--- src/rtl/fpu_issue_ctrl.sv ---
// fpu_issue_ctrl: issue and hazard control for the PSIMD DLFloat FPU.
// Takes one decoded instruction per cycle over valid/ready. It stalls on
// RAW/WAW scoreboard hazards, a busy divide/sqrt unit and writeback-port
// conflicts. Each accepted instruction produces a registered one-cycle issue
// pulse, and its writeback is sequenced through a 16-slot timeline.
// Ports:
//   clk, rst_n, flush         clock, async active-low reset, sync flush
//   dec_valid / dec_ready     decoder handshake (dec_ready is combinational)
//   dec_ena, dec_op, dec_sel1, dec_sel2, dec_rm   unit select and sub-op fields
//   dec_rs1..3, dec_rd, dec_wr_en                 register addresses / write enable
//   iss_valid, iss_*          issue pulse and registered copies of the fields
//   wb_valid, wb_rd           register-file write strobe and address
//   illegal                   one-cycle pulse when an illegal ena is consumed
module fpu_issue_ctrl #(
  parameter int MUL_LAT = 3,
  parameter int FMA_LAT = 4,
  parameter int DIV_LAT = 8
) (
  input  logic       clk,
  input  logic       rst_n,
  input  logic       flush,
  input  logic       dec_valid,
  output logic       dec_ready,
  input  logic [3:0] dec_ena,
  input  logic       dec_op,
  input  logic [1:0] dec_sel1,
  input  logic [2:0] dec_sel2,
  input  logic [2:0] dec_rm,
  input  logic [4:0] dec_rs1,
  input  logic [4:0] dec_rs2,
  input  logic [4:0] dec_rs3,
  input  logic [4:0] dec_rd,
  input  logic       dec_wr_en,
  output logic       iss_valid,
  output logic [3:0] iss_ena,
  output logic       iss_op,
  output logic [1:0] iss_sel1,
  output logic [2:0] iss_sel2,
  output logic [2:0] iss_rm,
  output logic [4:0] iss_rs1,
  output logic [4:0] iss_rs2,
  output logic [4:0] iss_rs3,
  output logic [4:0] iss_rd,
  output logic       wb_valid,
  output logic [4:0] wb_rd,
  output logic       illegal
);

  function automatic logic [3:0] lat_of(input logic [3:0] ena);
    case (ena)
      4'b0001: lat_of = 4'd2;
      4'b0010: lat_of = 4'(MUL_LAT);
      4'b0011: lat_of = 4'(DIV_LAT);
      4'b0100: lat_of = 4'(DIV_LAT);
      4'b0101: lat_of = 4'd1;
      4'b0110: lat_of = 4'd1;
      4'b0111: lat_of = 4'd2;
      4'b1000: lat_of = 4'd2;
      4'b1001: lat_of = 4'(FMA_LAT);
      default: lat_of = 4'd0;
    endcase
  endfunction

  logic [31:0] pend;
  logic [15:0] slot_v;
  logic [4:0]  slot_rd [16];
  logic [3:0]  div_cnt;

  logic        legal, use_rs2, use_rs3, is_div;
  logic        raw, waw, div_hold, wb_clash, accept;
  logic [3:0]  lat, lat_p1;
  logic [31:0] pend_set, pend_clr;

  assign legal   = (dec_ena != 4'd0) && (dec_ena <= 4'd9);
  assign use_rs2 = !(dec_ena == 4'b0100 || dec_ena == 4'b0111 || dec_ena == 4'b1000);
  assign use_rs3 = (dec_ena == 4'b1001);
  assign is_div  = (dec_ena == 4'b0011 || dec_ena == 4'b0100);
  assign lat     = lat_of(dec_ena);
  assign lat_p1  = lat + 4'd1;

  assign raw = pend[dec_rs1] || (use_rs2 && pend[dec_rs2]) || (use_rs3 && pend[dec_rs3]);
  assign waw = dec_wr_en && pend[dec_rd];
  // div_cnt==1 is the unit's last busy cycle; a div accepted now issues
  // on the following cycle, so only a count above 1 blocks it.
  assign div_hold = is_div && (div_cnt > 4'd1);
  // After this edge's shift, slot[lat] holds what is in slot[lat+1] now.
  assign wb_clash = dec_wr_en && (lat < 4'd15) && slot_v[lat_p1];

  assign dec_ready = !legal || !(raw || waw || div_hold || wb_clash);
  assign accept    = dec_valid && dec_ready && !flush;

  assign pend_set = (accept && legal && dec_wr_en) ? (32'd1 << dec_rd) : 32'd0;
  assign pend_clr = slot_v[0] ? (32'd1 << slot_rd[0]) : 32'd0;

  assign wb_valid = slot_v[0];
  assign wb_rd    = slot_rd[0];

  always_ff @(posedge clk or negedge rst_n) begin
    if (!rst_n) begin
      pend      <= '0;
      slot_v    <= '0;
      for (int i = 0; i < 16; i++) slot_rd[i] <= '0;
      div_cnt   <= '0;
      iss_valid <= 1'b0;
      illegal   <= 1'b0;
      iss_ena   <= '0;
      iss_op    <= 1'b0;
      iss_sel1  <= '0;
      iss_sel2  <= '0;
      iss_rm    <= '0;
      iss_rs1   <= '0;
      iss_rs2   <= '0;
      iss_rs3   <= '0;
      iss_rd    <= '0;
    end else if (flush) begin
      pend      <= '0;
      slot_v    <= '0;
      for (int i = 0; i < 16; i++) slot_rd[i] <= '0;
      div_cnt   <= '0;
      iss_valid <= 1'b0;
      illegal   <= 1'b0;
      iss_ena   <= '0;
      iss_op    <= 1'b0;
      iss_sel1  <= '0;
      iss_sel2  <= '0;
      iss_rm    <= '0;
      iss_rs1   <= '0;
      iss_rs2   <= '0;
      iss_rs3   <= '0;
      iss_rd    <= '0;
    end else begin
      pend <= (pend & ~pend_clr) | pend_set;

      for (int i = 0; i < 15; i++) begin
        slot_v[i]  <= slot_v[i+1];
        slot_rd[i] <= slot_rd[i+1];
      end
      slot_v[15]  <= 1'b0;
      slot_rd[15] <= '0;
      // Overrides the shift for the slot this instruction writes back from.
      if (accept && legal && dec_wr_en) begin
        slot_v[lat]  <= 1'b1;
        slot_rd[lat] <= dec_rd;
      end

      if (accept && legal && is_div) div_cnt <= 4'(DIV_LAT);
      else if (div_cnt != 4'd0)      div_cnt <= div_cnt - 4'd1;

      iss_valid <= accept && legal;
      illegal   <= accept && !legal;
      if (accept && legal) begin
        iss_ena  <= dec_ena;
        iss_op   <= dec_op;
        iss_sel1 <= dec_sel1;
        iss_sel2 <= dec_sel2;
        iss_rm   <= dec_rm;
        iss_rs1  <= dec_rs1;
        iss_rs2  <= dec_rs2;
        iss_rs3  <= dec_rs3;
        iss_rd   <= dec_rd;
      end
    end
  end

endmodule

--- config.mk ---
export PLATFORM = sky130hd
export DESIGN_NAME = fpu_issue_ctrl
export DESIGN_NICKNAME = d
export VERILOG_FILES = /design/src/rtl/fpu_issue_ctrl.sv
export SDC_FILE = /design/constraint.sdc
export NUM_CORES = 1
export LEC_CHECK = 0
export BUFFER_PORTS_ARGS = -buffer_cell sky130_fd_sc_hd__buf_2
export CAP_MARGIN = 20
export CORE_AREA = 2 2 145 147
export DETAILED_ROUTE_END_ITERATION = 12
export DIE_AREA = 0 0 147 149
export HOLD_SLACK_MARGIN = 0.05
export SYNTH_ARGS = -nofsm -noshare
export SYNTH_HDL_FRONTEND = slang
export SYNTH_SLANG_ARGS = --single-unit
--- constraint.sdc ---
create_clock -name clk -period 3.5 [get_ports clk]
set_input_delay 0.175 -clock clk [delete_from_list [all_inputs] [get_ports clk]]
set_output_delay 0.175 -clock clk [all_outputs]
set_load 0.005 [all_outputs]
**Word-level counts from Yosys, hierarchy flattened**

Memory sizes are Yosys's and may differ from the RTL's.
Index checks and enable logic that the tools add are counted.

- Memories kept: 1
- Input port bits: 38
- ROM bits: 64
- Flip-flop bits (word level): 167

Memory list:

| memory | depth | width | rd ports | clocked after memory_dff | write ports | line | text |
|---|---|---|---|---|---|---|---|
| (name not given) | 16 | 4 | 1 | 0 | 0 | 50 | `case (ena)` |

- Equality and inequality tests: 5
- Shift operators: 2
- Bitwise gates (word level): 5
- Magnitude comparators: 12
- Muxes and demuxes: 45
- Reductions and logical operators: 32
- Add/sub/neg operators: 2

Operators with widths:

| cell | count |
|---|---|
| two-way mux 80 bit | 2 |
| two-way mux 32 bit | 3 |
| bitwise mux 80 bit | 1 |
| left shift 1 x 5 -> 32 bit (first input constant) | 2 |
| two-way mux 5 bit | 9 |
| bitwise AND 32 bit | 1 |
| two-way mux 16 bit | 2 |
| inverter 32 bit | 1 |
| bitwise OR 32 bit | 1 |
| < comparator 5 x 6 -> 1 bit (second input constant) | 4 |
| binary-select mux 1 bit (select 5 bit) | 4 |
| demux 5 bit (select 4 bit) | 1 |
| two-way mux 4 bit | 5 |
| bitwise OR 15 x 16 -> 16 bit | 1 |
| logical AND 1 bit | 15 |
| two-way mux 3 bit | 4 |
| < comparator 4 x 5 -> 1 bit (second input constant) | 2 |
| two-way mux 1 bit | 10 |
| logical OR 1 bit | 9 |
| == test 4 x 3 -> 1 bit (second input constant) | 2 |
| == test 4 bit (second input constant) | 2 |
| nonzero test 4 bit | 2 |
| greater-or-equal comparator 5 bit (second input constant) | 1 |
| < comparator 5 x 1 -> 1 bit (second input constant) | 1 |
| other kinds (14) | 18 |

**Logic depth before layout (Yosys ltp)**

Gate-level depths: netlist of run 1.

- Depth after elaboration: 19
- Gate-level depth with buffers: 15
- Mapped depth without buffers: 12

**Worst setup path after synthesis of run 1**

OpenSTA, ideal clock, no wires.

- Kind: input -> register
- From: input port dec_ena[0]
- To: register iss_ena[2]
- Slack: 216 ps
- Arrival: 3159 ps
- Setup time: 125 ps
- Cell stages on the path: 14
- Path buffers: 3
- Cell sequence: inv_1 ha_1 mux2i_1 nor2_1 ha_1 buf_1 a2111oi_0 a2111oi_0 a211o_1 a22oi_4 o21ai_1 buf_6 buf_6 mux2_4

- Word-level cells in the longest chain between the ends: 16

Ends and longest elaborated chain:

| element | line | text |
|---|---|---|
| from (decl) | 24 | `input logic [3:0] dec_ena,` |
| parallel branches: the longest is 14 deep, another holds memory (16 x 4 bit) | -- |  |
| logical AND 1 bit * | 151 | `if (accept && legal) begin` |
| nonzero test 2 bit (no source line) * | -- |  |
| to (signal assigned) | 152 | `iss_ena <= dec_ena;` |
| to (decl) | 35 | `output logic [3:0] iss_ena,` |

Mark *: on every way between the ends. The select of a mux whose other input is x is not followed.
A chain may end at the register's enable or synchronous reset.

**Worst setup path in the final report of run 1**

- From: input port dec_ena[0]
- To: output port dec_ready

- Word-level cells in the longest chain between the ends: 12

Ends and longest elaborated chain:

| element | line | text |
|---|---|---|
| parallel branches: the longest is 11 deep, another holds memory (16 x 4 bit) | -- |  |
| logical OR 1 bit * | 89 | `assign dec_ready = !legal \|\| !(raw \|\| waw \|\| div_hold \|\| wb_clash);` |
| to (decl) | 23 | `output logic dec_ready,` |

Marked as above.

==> results of run 1 <==
==> metal layers <==
| metal | up-vias | wire [µm] |
|---|---|---|
| li1 | 2930 | - |
| met3 | 45 | 1180 |
| met5 | - | 0 |
| met2 | 203 | 11700 |
| met4 | 0 | 708 |
| met1 | 3239 | 9150 |
==> cell families after synthesis <==
logic type / Yosys count
xor+xnor: 3
flops: 167
buf+inv: 82
fa+ha+maj: 10
mux: 147
simple gates: 266
other cells: 1
compound gates: 105
==> stage by stage <==
step	instance area (µm²)	cells	utilization [%]	setup TNS [ns]
finish	10300	1145	50.1	0
global route	10300	1145	50.1	0
CTS	10300	1143	50.1	0
detailed placement	9600	1098	46.7	-0.00781
global placement	9600	1098	46.7	0
floorplan	8990	786	-	0
==> worst paths after layout <==
kind,startpoint,endpoint,slack [ns],cells past startpoint
max in group asynchronous,rst_n,slot_v[4]$_DFF_PN0_,2.20,3
worst max register to register,pend[7]$_DFF_PN0_,iss_rs2[3]$_DFFE_PN0P_,0.64,8
worst min register to register,slot_rd[10]$_DFF_PN0_,slot_rd[15]$_DFF_PN0_,0.46,1
min in group asynchronous,rst_n,div_cnt[2]$_DFFE_PN0P_,0.33,2
worst min-delay path,dec_rs1[4],iss_rs1[4]$_DFFE_PN0P_,0.07,2
worst max-delay path,dec_ena[0],dec_ready,0.30,14
==> power breakdown <==
group	total (mW)	internal, mW	leakage, nW	switching, mW
Sequential	2.02	1.98	2.30	0.0335
Clock	1.78	0.936	0.264	0.845
Combinational	0.533	0.220	2.39	0.313
==> cell type report <==
class | count | area (µm²) | area share [%]
multi-input cells | 537 | 4440 | 43.1
flip-flops and latches | 167 | 4180 | 40.5
repair buffers | 112 | 697 | 6.76
clock buffers | 17 | 425 | 4.13
well taps | 275 | 344 | 3.34
clock inverters | 15 | 136 | 1.32
inverters | 22 | 82.6 | 0.801
==> cell usage after synthesis, types with 2 or more instances <==
cell,count
a221o_1,2
nor4b_1,3
buf_6,5
mux2_4,2
o2111ai_2,2
o21ai_1,2
ha_1,10
o211ai_1,2
a21oi_1,14
a31oi_1,2
nor3_1,16
nand2b_1,75
inv_1,21
nor2_1,20
nor2b_1,68
o2111ai_4,2
nand3_1,15
a2111oi_0,2
a211oi_1,2
o211ai_2,7
or3_1,3
buf_1,7
xnor2_1,2
nand3b_1,25
and3b_1,2
mux2i_1,84
mux4_2,28
dfrtp_1,167
o21ai_0,20
mux2_2,32
buf_4,7
nand2_1,29
o31ai_1,33
buf_2,10
a22oi_1,4
clkbuf_1,31
nor3b_1,3
==> what timing repair did <==
item / CTS / global route
hold buffers: 13 / 0
gates resized for setup: 0 / 2
hold endpoints to repair: 90 / 0
setup buffers: 0 / 2
endpoints found under the setup margin: 0 / 1
==> registers in the layout, indices dropped and copies added, names as in the netlist <==
register,count
iss_ena,4
pend,32
illegal,1
iss_rm,3
iss_sel1,2
iss_rs1,5
slot_rd,75
iss_valid,1
iss_op,1
iss_rs3,5
wb_rd,5
iss_sel2,3
slot_v,16
iss_rd,5
iss_rs2,5
div_cnt,4
==> PnR_summary.wiki, run 1 <==
{| class="wikitable"
! Metric !! Value
|-
| Peak VDD IR || 317 µV
|-
| Clock period minus worst slack || 3.20 ns
|-
| Pleak || around 5 nW
|-
| Top Usage Layer GRT || met2
|-
| Count of maximum capacitance violations || 0
|-
| Area share of xor/xnor cells in the synthesized design || 0.293%
|-
| Worst-skew pair later-pin latency || 0.43 ns
|-
| Endpoints failing hold || 0
|-
| CTS Root Buffer Type || clkbuf_16
|-
| Most area-consuming cells after synthesis || dfrtp_1, mux2i_1, mux4_2
|-
| Share of the synthesized area in compound gates (AO/OA/AOI/OAI) || 9.13%
|-
| Share of the clock period used by the worst path || around 91%
|-
| Sequential element share of the synthesized area || 46.6%
|-
| Die boundary width || 147 µm
|-
| Largest net degree at the start of global routing || 95
|-
| Vias post-DR || 6417
|-
| DRC violation count after routing || 0
|-
| Power per cell area || 420 nW/µm²
|-
| Fraction of the mapped netlist area in adder cells || ~1.4%
|-
| Area of the die || approximately 22000 µm²
|-
| Layout cells sized above 1 || between 20% and 30%
|-
| Number of global-route vias before repair || 6639
|-
| Fraction of registers with async set/reset || 100%
|-
| Clock-pin slew on the worst setup and hold paths || 0.07 ns
|-
| Classification of the worst setup path || primary input to primary output
|-
| Global-route wire length before repair || approximately 36000 µm
|-
| Final-stage net count || 905
|-
| Class of the tightest hold or removal check || primary input to flop
|-
| Mux cell area share after synthesis || a little over a fifth
|-
| CTS tree || built
|-
| Post-detailed-placement half-perimeter wirelength || 16200 µm
|-
| CP Buf/Inv Count || 5
|-
| Highest attainable clock frequency || 0.313 GHz
|-
| Most used flip-flop cell after synthesis || dfrtp_1
|-
| Largest family of logic cells by synthesized area || multiplexers
|-
| Number of levels in the clock H-tree || 4
|-
| Total standard cell area after synthesis || 8980 µm²
|-
| Vert. Die Dim || 149 µm
|-
| Cts bufs inserted || 17
|-
| Setup crit end kind || primary output
|-
| Remaining antenna violation count after routing || 0
|-
| Post-placement setup slack || -0.00781 ns
|-
| Number of I/O port buffers || 79
|-
| Number of synthesized flops with an enable pin || 0
|-
| Cell count after synthesis || 781
|-
| Tot GR Track Use || 21.5%
|-
| Leading cell types in the layout, fill and taps excluded || dfrtp_1, mux2i_1, buf_2
|-
| Tightest Pin Transition || roughly 0.86 ns
|-
| Max FO, Critical Path || 7
|-
| Total design power || between 4 and 5 mW
|-
| Count of filler cells inserted in the layout || 1832
|-
| Routed wire length || roughly 23000 µm
|-
| Yosys reg bits || 167
|-
| Initial Util || 43.7%
|-
| Routability congestion estimate || roughly 0.9
|-
| Total congestion overflow || 0
|-
| Startpoint types || primary input
|-
| GR Layer Usage met2 || 38.2%
|-
| Largest area contributor in the synthesized netlist || dfrtp_1
|-
| Initial DRC Count || 507
|-
| Max-slew violation count || 0
|-
| Worst hold slack across all endpoints || 0.0686 ns
|-
| Row cnt || 53
|-
| Layout-stage area growth over the synthesis result || 14.8%
|-
| Total inserted antenna cells || 0
|-
| Global-route track usage on met1 || ~26%
|-
| Average detailed-routed wire length per instance || roughly 20 µm
|-
| Unique cell type count in the Yosys netlist || 59
|-
| Largest delay share family, worst path || compound AO/OA/AOI/OAI gates
|-
| Number of endpoints failing setup at the final stage || 0
|-
| Placeable core region || around 20000 µm²
|-
| Worst slew margin relative to its limit || 42.5%
|-
| Average footprint of a synthesized cell || 11.5 µm²
|-
| Outcome || complete, no violations
|-
| Number of warnings reported in the yosys synthesis log || 0
|-
| Detailed-routing iteration count for the pre-antenna-repair pass || 5
|-
| Area fraction of the dominant cell type after synthesis || 46.6%
|-
| Routed via count divided by cell count || 5.60
|-
| CP cell instances || buf_2, inv_1, ha_1, mux2i_1, o21ai_1, ha_1, buf_4, mux4_2, a221o_1, a22oi_4, o21ai_0, o21ai_0, buf_4, buf_2
|-
| Clock net sink count || 167
|-
| Count of pins on the block boundary || 80
|-
| Number of antenna violations at the first check in global routing || 0
|-
| Slowest CP cell || ha_1
|-
| Buffer levels on the longest clock path || 2
|-
| Unrepaired setup endpoints after global routing || no
|-
| Maximum cell stage delay along the critical path || 0.45 ns
|-
| Smallest setup slack after layout || 0.305 ns
|-
| Simple-gate share of the synthesized area || between 15 and 20%
|-
| Data required time of the critical path || 3.32 ns
|-
| Arrival time worst endpoint || 3.02 ns
|-
| Final worst clock skew || 0.0116 ns
|-
| Met3 Resource Use GR || 4.53%
|-
| Most common cell after layout, fill and taps aside || dfrtp_1
|}
Power figures use the tool's default switching activity.
==> inputs of run 2 (changes only) <==
==> constraint.sdc (replaced) <==
create_clock -name clk -period 3.5 [get_ports clk]
set_input_delay 0.175 -clock clk [delete_from_list [all_inputs] [get_ports clk]]
set_output_delay 0.175 -clock clk [all_outputs]
set_load 0.1 [all_outputs]
==> PnR_summary.wiki, run 2 (synthesis gave the netlist of run 1 again) <==
{| class="wikitable"
! Metric !! Value
|-
| Layout-stage area growth over the synthesis result || 16.3%
|-
| Global-route wire length before repair || between 30000 and 40000 µm
|-
| DRC violation count after routing || 0
|-
| Average detailed-routed wire length per instance || 20.0 µm
|-
| Count of pins on the block boundary || 80
|-
| Total Neg Setup Slack || 0 ns
|-
| Utilization after layout || 50.8%
|-
| Number of I/O port buffers || 79
|-
| Max FFs per register || 75
|-
| Buffer levels on the longest clock path || 2
|-
| Layout cells sized above 1 || about 25%
|-
| CTS Root Buffer Type || clkbuf_16
|-
| Total congestion overflow || 0
|-
| Number of levels in the clock H-tree || 4
|-
| Row cnt || 53
|-
| Peak VDD IR || between 300 and 400 µV
|-
| Initial DRC Count || ~600
|-
| Remaining antenna violation count after routing || 0
|-
| Classification of the worst setup path || primary input to primary output
|-
| Number of global-route vias before repair || 6663
|-
| Count of filler cells inserted in the layout || 1838
|-
| Total inserted antenna cells || 0
|-
| Clock net sink count || 167
|-
| CTS tree || built
|-
| Pleak || 5.02 nW
|-
| Outcome || complete, no violations
|-
| Number of antenna violations at the first check in global routing || 0
|-
| Routed via count divided by cell count || 5.61
|-
| Final worst clock skew || approximately 0.012 ns
|-
| Number of endpoints failing setup at the final stage || 0
|-
| Leading cell types in the layout, fill and taps excluded || dfrtp_1, mux2i_1, buf_2
|-
| Startpoint types || primary input
|-
| Cts bufs inserted || 17
|-
| # placed instances || roughly 1.1k
|-
| Unrepaired setup endpoints after global routing || no
|-
| Die boundary width || 147 µm
|-
| Vias post-DR || 6450
|-
| Largest registers ranked by flip-flop count || slot_rd: 75 flops, pend: 32 flops, slot_v: 16 flops
|-
| Detailed-routing iteration count for the pre-antenna-repair pass || 6
|-
| Max-slew violation count || 0
|-
| Routability congestion estimate || slightly below 0.9
|-
| Clock-pin slew on the worst setup and hold paths || 0.07 ns
|-
| Post-detailed-placement half-perimeter wirelength || about 16000 µm
|-
| Post-CTS setup buffer count || 0
|-
| Vert. Die Dim || 149 µm
|-
| Data required time of the critical path || 3.32 ns
|-
| Tightest Pin Transition || 0.796 ns
|-
| Class of the tightest hold or removal check || primary input to flop
|-
| Largest register by flop count || slot_rd
|-
| Highest attainable clock frequency || 0.309 GHz
|-
| Count of maximum capacitance violations || 0
|-
| Worst slew margin relative to its limit || 46.9%
|-
| Tot GR Track Use || roughly 22%
|-
| Arrival time worst endpoint || 3.06 ns
|-
| Endpoints failing hold || 0
|-
| Clock period minus worst slack || 3.23 ns
|-
| Share of the clock period used by the worst path || 92.3%
|-
| Power per cell area || 451 nW/µm²
|-
| Initial Util || 43.7%
|-
| Setup crit end kind || primary output
|-
| Area of the die || 21900 µm²
|-
| Count of placed standard cells in the final layout, fillers left out || 1150
|-
| Placeable core region || 20600 µm²
|-
| Worst-skew pair later-pin latency || around 0.43 ns
|-
| R2R setup slack || 0.64 ns
|-
| Largest net degree at the start of global routing || 84
|-
| Final-stage net count || between 900 and 1k
|-
| Routed wire length || 23000 µm
|-
| Most common cell after layout, fill and taps aside || dfrtp_1
|-
| Max FO, Critical Path || 7
|}
run 2: changes by cell type in the layout (fill, tap and decap cells not counted), sizes merged:
cell | before | now
bufinv | 0 | 3
buf | 99 | 103
clkinvlp | 4 | 1
inv | 28 | 27
dlygate4sd3 | 13 | 14
clkinv | 5 | 6
run 2: cell type report:
type,count,area (µm²),share of cell area [%]
Timing Repair Buffer,117,752,7.20
Multi-Input combinational cell,537,4460,42.7
Clock buffer,17,425,4.08
Sequential cell,167,4180,40.0
Tap cell,275,344,3.30
Clock inverter,15,193,1.85
Inverter,22,82.6,0.791
run 2: power breakdown:
part	internal, mW	switching (mW)	total (mW)
Clock	1.14	0.816	1.96
Sequential	1.98	0.0330	2.02
Combinational	0.224	0.507	0.731
run 2: what timing repair did:
item                       CTS  global route
hold endpoints to repair    91             1
gates resized for setup      0             3
setup endpoints to repair    0             1
hold buffers                13             1
run 2: worst paths after layout:
path / start / to / depth (start not counted)
worst max-delay path: dec_ena[0] / dec_ready / 14
worst min-delay path: dec_rs1[3] / iss_rs1[3]$_DFFE_PN0P_ / 2
worst max register to register: pend[19]$_DFF_PN0_ / iss_ena[2]$_DFFE_PN0P_ / 8
worst min register to register: slot_rd[13]$_DFF_PN0_ / slot_rd[18]$_DFF_PN0_ / 1
max in group asynchronous: rst_n / slot_rd[61]$_DFF_PN0_ / 3
min in group asynchronous: rst_n / pend[26]$_DFF_PN0_ / 2
run 2: per-layer routing:
layer | routed length (µm) | GRT usage, %
met5 | 0 | 0
met4 | 712 | 8.56
met3 | 1070 | 3.73
met2 | 11600 | 37.5
met1 | 9650 | 27.6
run 2: through the flow:
step                      power, mW  cell area [µm²]  hold WS [ns]  setup slack [ns]
after CTS                      4.75            10400        0.0505             0.156
after floorplan                2.57             9010        -0.121            0.0739
after global placement         2.75             9670         0.280             0.179
after detailed placement       2.78             9670         0.297            0.0436
after global routing           4.90            10400        0.0538            0.0377
final                          4.71            10400        0.0669             0.268
run 2: worst max-delay path, stage by stage:
cell	delay (ns)
buf_2	0.11
inv_1	0.07
ha_1	0.31
mux2i_1	0.07
o21ai_1	0.24
ha_1	0.32
buf_4	0.18
o32ai_1	0.26
a2111oi_0	0.10
a211o_1	0.33
a22oi_4	0.25
o21ai_0	0.17
o21ai_4	0.24
buf_12	0.20
==> inputs of run 3 (changes only) <==
--- a/config.mk
+++ b/config.mk
@@ -11,6 +11,7 @@
 export DETAILED_ROUTE_END_ITERATION = 12
 export DIE_AREA = 0 0 147 149
 export HOLD_SLACK_MARGIN = 0.05
+export PLACE_DENSITY = 0.71
 export SYNTH_ARGS = -nofsm -noshare
 export SYNTH_HDL_FRONTEND = slang
 export SYNTH_SLANG_ARGS = --single-unit
==> PnR_summary.wiki, run 3 (synthesis gave the netlist of run 1 again) <==
{| class="wikitable"
! Metric !! Value
|-
| Pleak || 4.97 nW
|-
| Layout-stage area growth over the synthesis result || 15.3%
|-
| Worst slew margin relative to its limit || between 30% and 40%
|-
| Number of levels in the clock H-tree || 4
|-
| Number of global-route vias before repair || 6525
|-
| Number of antenna violations at the first check in global routing || 1
|-
| Count of pins on the block boundary || 80
|-
| Leading cell types in the layout, fill and taps excluded || dfrtp_1, mux2i_1, buf_2
|-
| Classification of the worst setup path || flop to primary output
|-
| CP cell instances || mux4_2, mux4_2, nor2_1, a211oi_1, nor2_1, buf_4, o21ai_0, o21ai_4, buf_12
|-
| Resized Gates After CTS || 0
|-
| Detailed-routing iteration count for the pre-antenna-repair pass || 5
|-
| CTS Root Buffer Type || clkbuf_16
|-
| Peak VDD IR || between 300 and 400 µV
|-
| Slowest CP cell || mux4_2
|-
| Cts bufs inserted || 17
|-
| Start point of the worst min-delay path || dec_ena[1]
|-
| Class of the tightest hold or removal check || primary input to flop
|-
| Tot GR Track Use || 20.7%
|-
| DRC violation count after routing || 0
|-
| Unrepaired setup endpoints after global routing || no
|-
| Highest attainable clock frequency || around 0.3 GHz
|-
| Number of I/O port buffers || 79
|-
| Layout cells sized above 1 || 23.7%
|-
| Total congestion overflow || 0
|-
| Global-route wire length before repair || 35500 µm
|-
| Post-detailed-placement half-perimeter wirelength || 14400 µm
|-
| Number of endpoints failing setup at the final stage || 0
|-
| Area of the die || roughly 22000 µm²
|-
| Largest register by flop count || slot_rd
|-
| Clock-pin slew on the worst setup and hold paths || approximately 0.070 ns
|-
| Final-stage net count || approximately 900
|-
| Final worst clock skew || 0.0102 ns
|-
| Total Neg Setup Slack || 0 ns
|-
| Max FFs per register || 75
|-
| Max FO, Critical Path || 13
|-
| Post-CTS setup buffer count || 0
|-
| Worst-skew pair later-pin latency || roughly 0.44 ns
|-
| Average detailed-routed wire length per instance || 19.0 µm
|-
| Routed via count divided by cell count || 5.60
|-
| Reg2Reg Launch Point || pend[6]$_DFF_PN0_
|-
| CTS tree || built
|-
| Data required time of the critical path || ~3.3 ns
|-
| Count of filler cells inserted in the layout || 1831
|-
| Initial DRC Count || 575
|-
| Power per cell area || 445 nW/µm²
|-
| # placed instances || approximately 1.1k
|-
| Share of the clock period used by the worst path || 94.1%
|-
| Tightest Pin Transition || 0.923 ns
|-
| Max-slew violation count || 0
|-
| Arrival time worst endpoint || approximately 3.1 ns
|-
| Startpoint types || flop
|-
| Initial Util || 43.7%
|-
| Endpoints failing hold || 0
|-
| Maximum cell stage delay along the critical path || approximately 0.50 ns
|-
| Buffer levels on the longest clock path || 2
|-
| Worst setup path startpoint || pend[6]$_DFF_PN0_
|-
| Clock period minus worst slack || 3.29 ns
|-
| Largest registers ranked by flip-flop count || slot_rd: 75 flops, pend: 32 flops, slot_v: 16 flops
|-
| Remaining antenna violation count after routing || 0
|-
| Clock net sink count || 167
|-
| Count of maximum capacitance violations || 0
|-
| Routed wire length || 21700 µm
|-
| Most common cell after layout, fill and taps aside || dfrtp_1
|-
| Setup crit end kind || primary output
|-
| Routability congestion estimate || 0.846
|-
| Vias post-DR || approximately 6.4k
|-
| Outcome || complete, no violations
|-
| Row cnt || 53
|-
| Largest net degree at the start of global routing || 96
|-
| Vert. Die Dim || 149 µm
|-
| Die boundary width || around 150 µm
|-
| Placeable core region || ~21000 µm²
|-
| Count of placed standard cells in the final layout, fillers left out || 1140
|}
-- run 3: report_power, final --
part           switching, mW  leakage (nW)  internal, mW
clock                  0.823         0.283          1.05
combinational          0.497          2.39         0.223
sequential            0.0316          2.30          1.98
-- run 3: metal layers --
metal	GRT usage, %	vias up	share of wire, %
li1	-	2910	-
met1	26.2	3231	42
met5	0	-	0
met4	8.13	0	2.9
met2	35.1	200	50
met3	4.62	46	4.7
-- run 3: per-stage QoR --
stage	setup WS, ns	utilization, %	instance area, µm²	hold WS [ns]	total power, mW
detailed placement	0.103	46.9	9640	0.329	2.76
finish	0.206	50.4	10400	0.0617	4.61
floorplan	0.0739	-	9010	-0.121	2.57
global placement	0.183	46.9	9640	0.332	2.75
CTS	0.238	50.4	10400	0.0536	4.64
global route	0.0610	50.4	10400	0.0677	4.78
-- run 3: path summary, 6_finish.rpt --
| path | to | slack [ns] | cells past startpoint |
|---|---|---|---|
| worst min register to register | slot_rd[11]$_DFF_PN0_ | 0.46 | 1 |
| worst max-delay path | dec_ready | 0.21 | 9 |
| max in group asynchronous | slot_rd[29]$_DFF_PN0_ | 2.24 | 3 |
| min in group asynchronous | iss_rs3[2]$_DFFE_PN0P_ | 0.35 | 2 |
| worst min-delay path | iss_ena[1]$_DFFE_PN0P_ | 0.06 | 3 |
| worst max register to register | iss_sel2[0]$_DFFE_PN0P_ | 0.56 | 8 |
-- run 3: cell type report --
class                           count  area (µm²)  share of cell area (%)
Antenna cell                        1        2.50                  0.0242
Clock buffer                       21         470                    4.54
Clock inverter                     11         114                    1.10
Inverter                           22        82.6                   0.798
Multi-Input combinational cell    537        4460                    43.0
Sequential cell                   167        4180                    40.4
Tap cell                          275         344                    3.32
Timing Repair Buffer              106         704                    6.80
-- run 3: what timing repair did --
item / CTS / global route
setup endpoints to repair: 0 / 0
hold endpoints to repair: 105 / 0
hold buffers: 13 / 0
-- run 3: critical path: cells and delay by family (launching register included) --
kind | cells | cell delay [ns]
compound gates | 3 | 0.51
buf+inv | 2 | 0.45
flops | 1 | 0.48
mux | 2 | 0.97
simple gates | 2 | 0.28
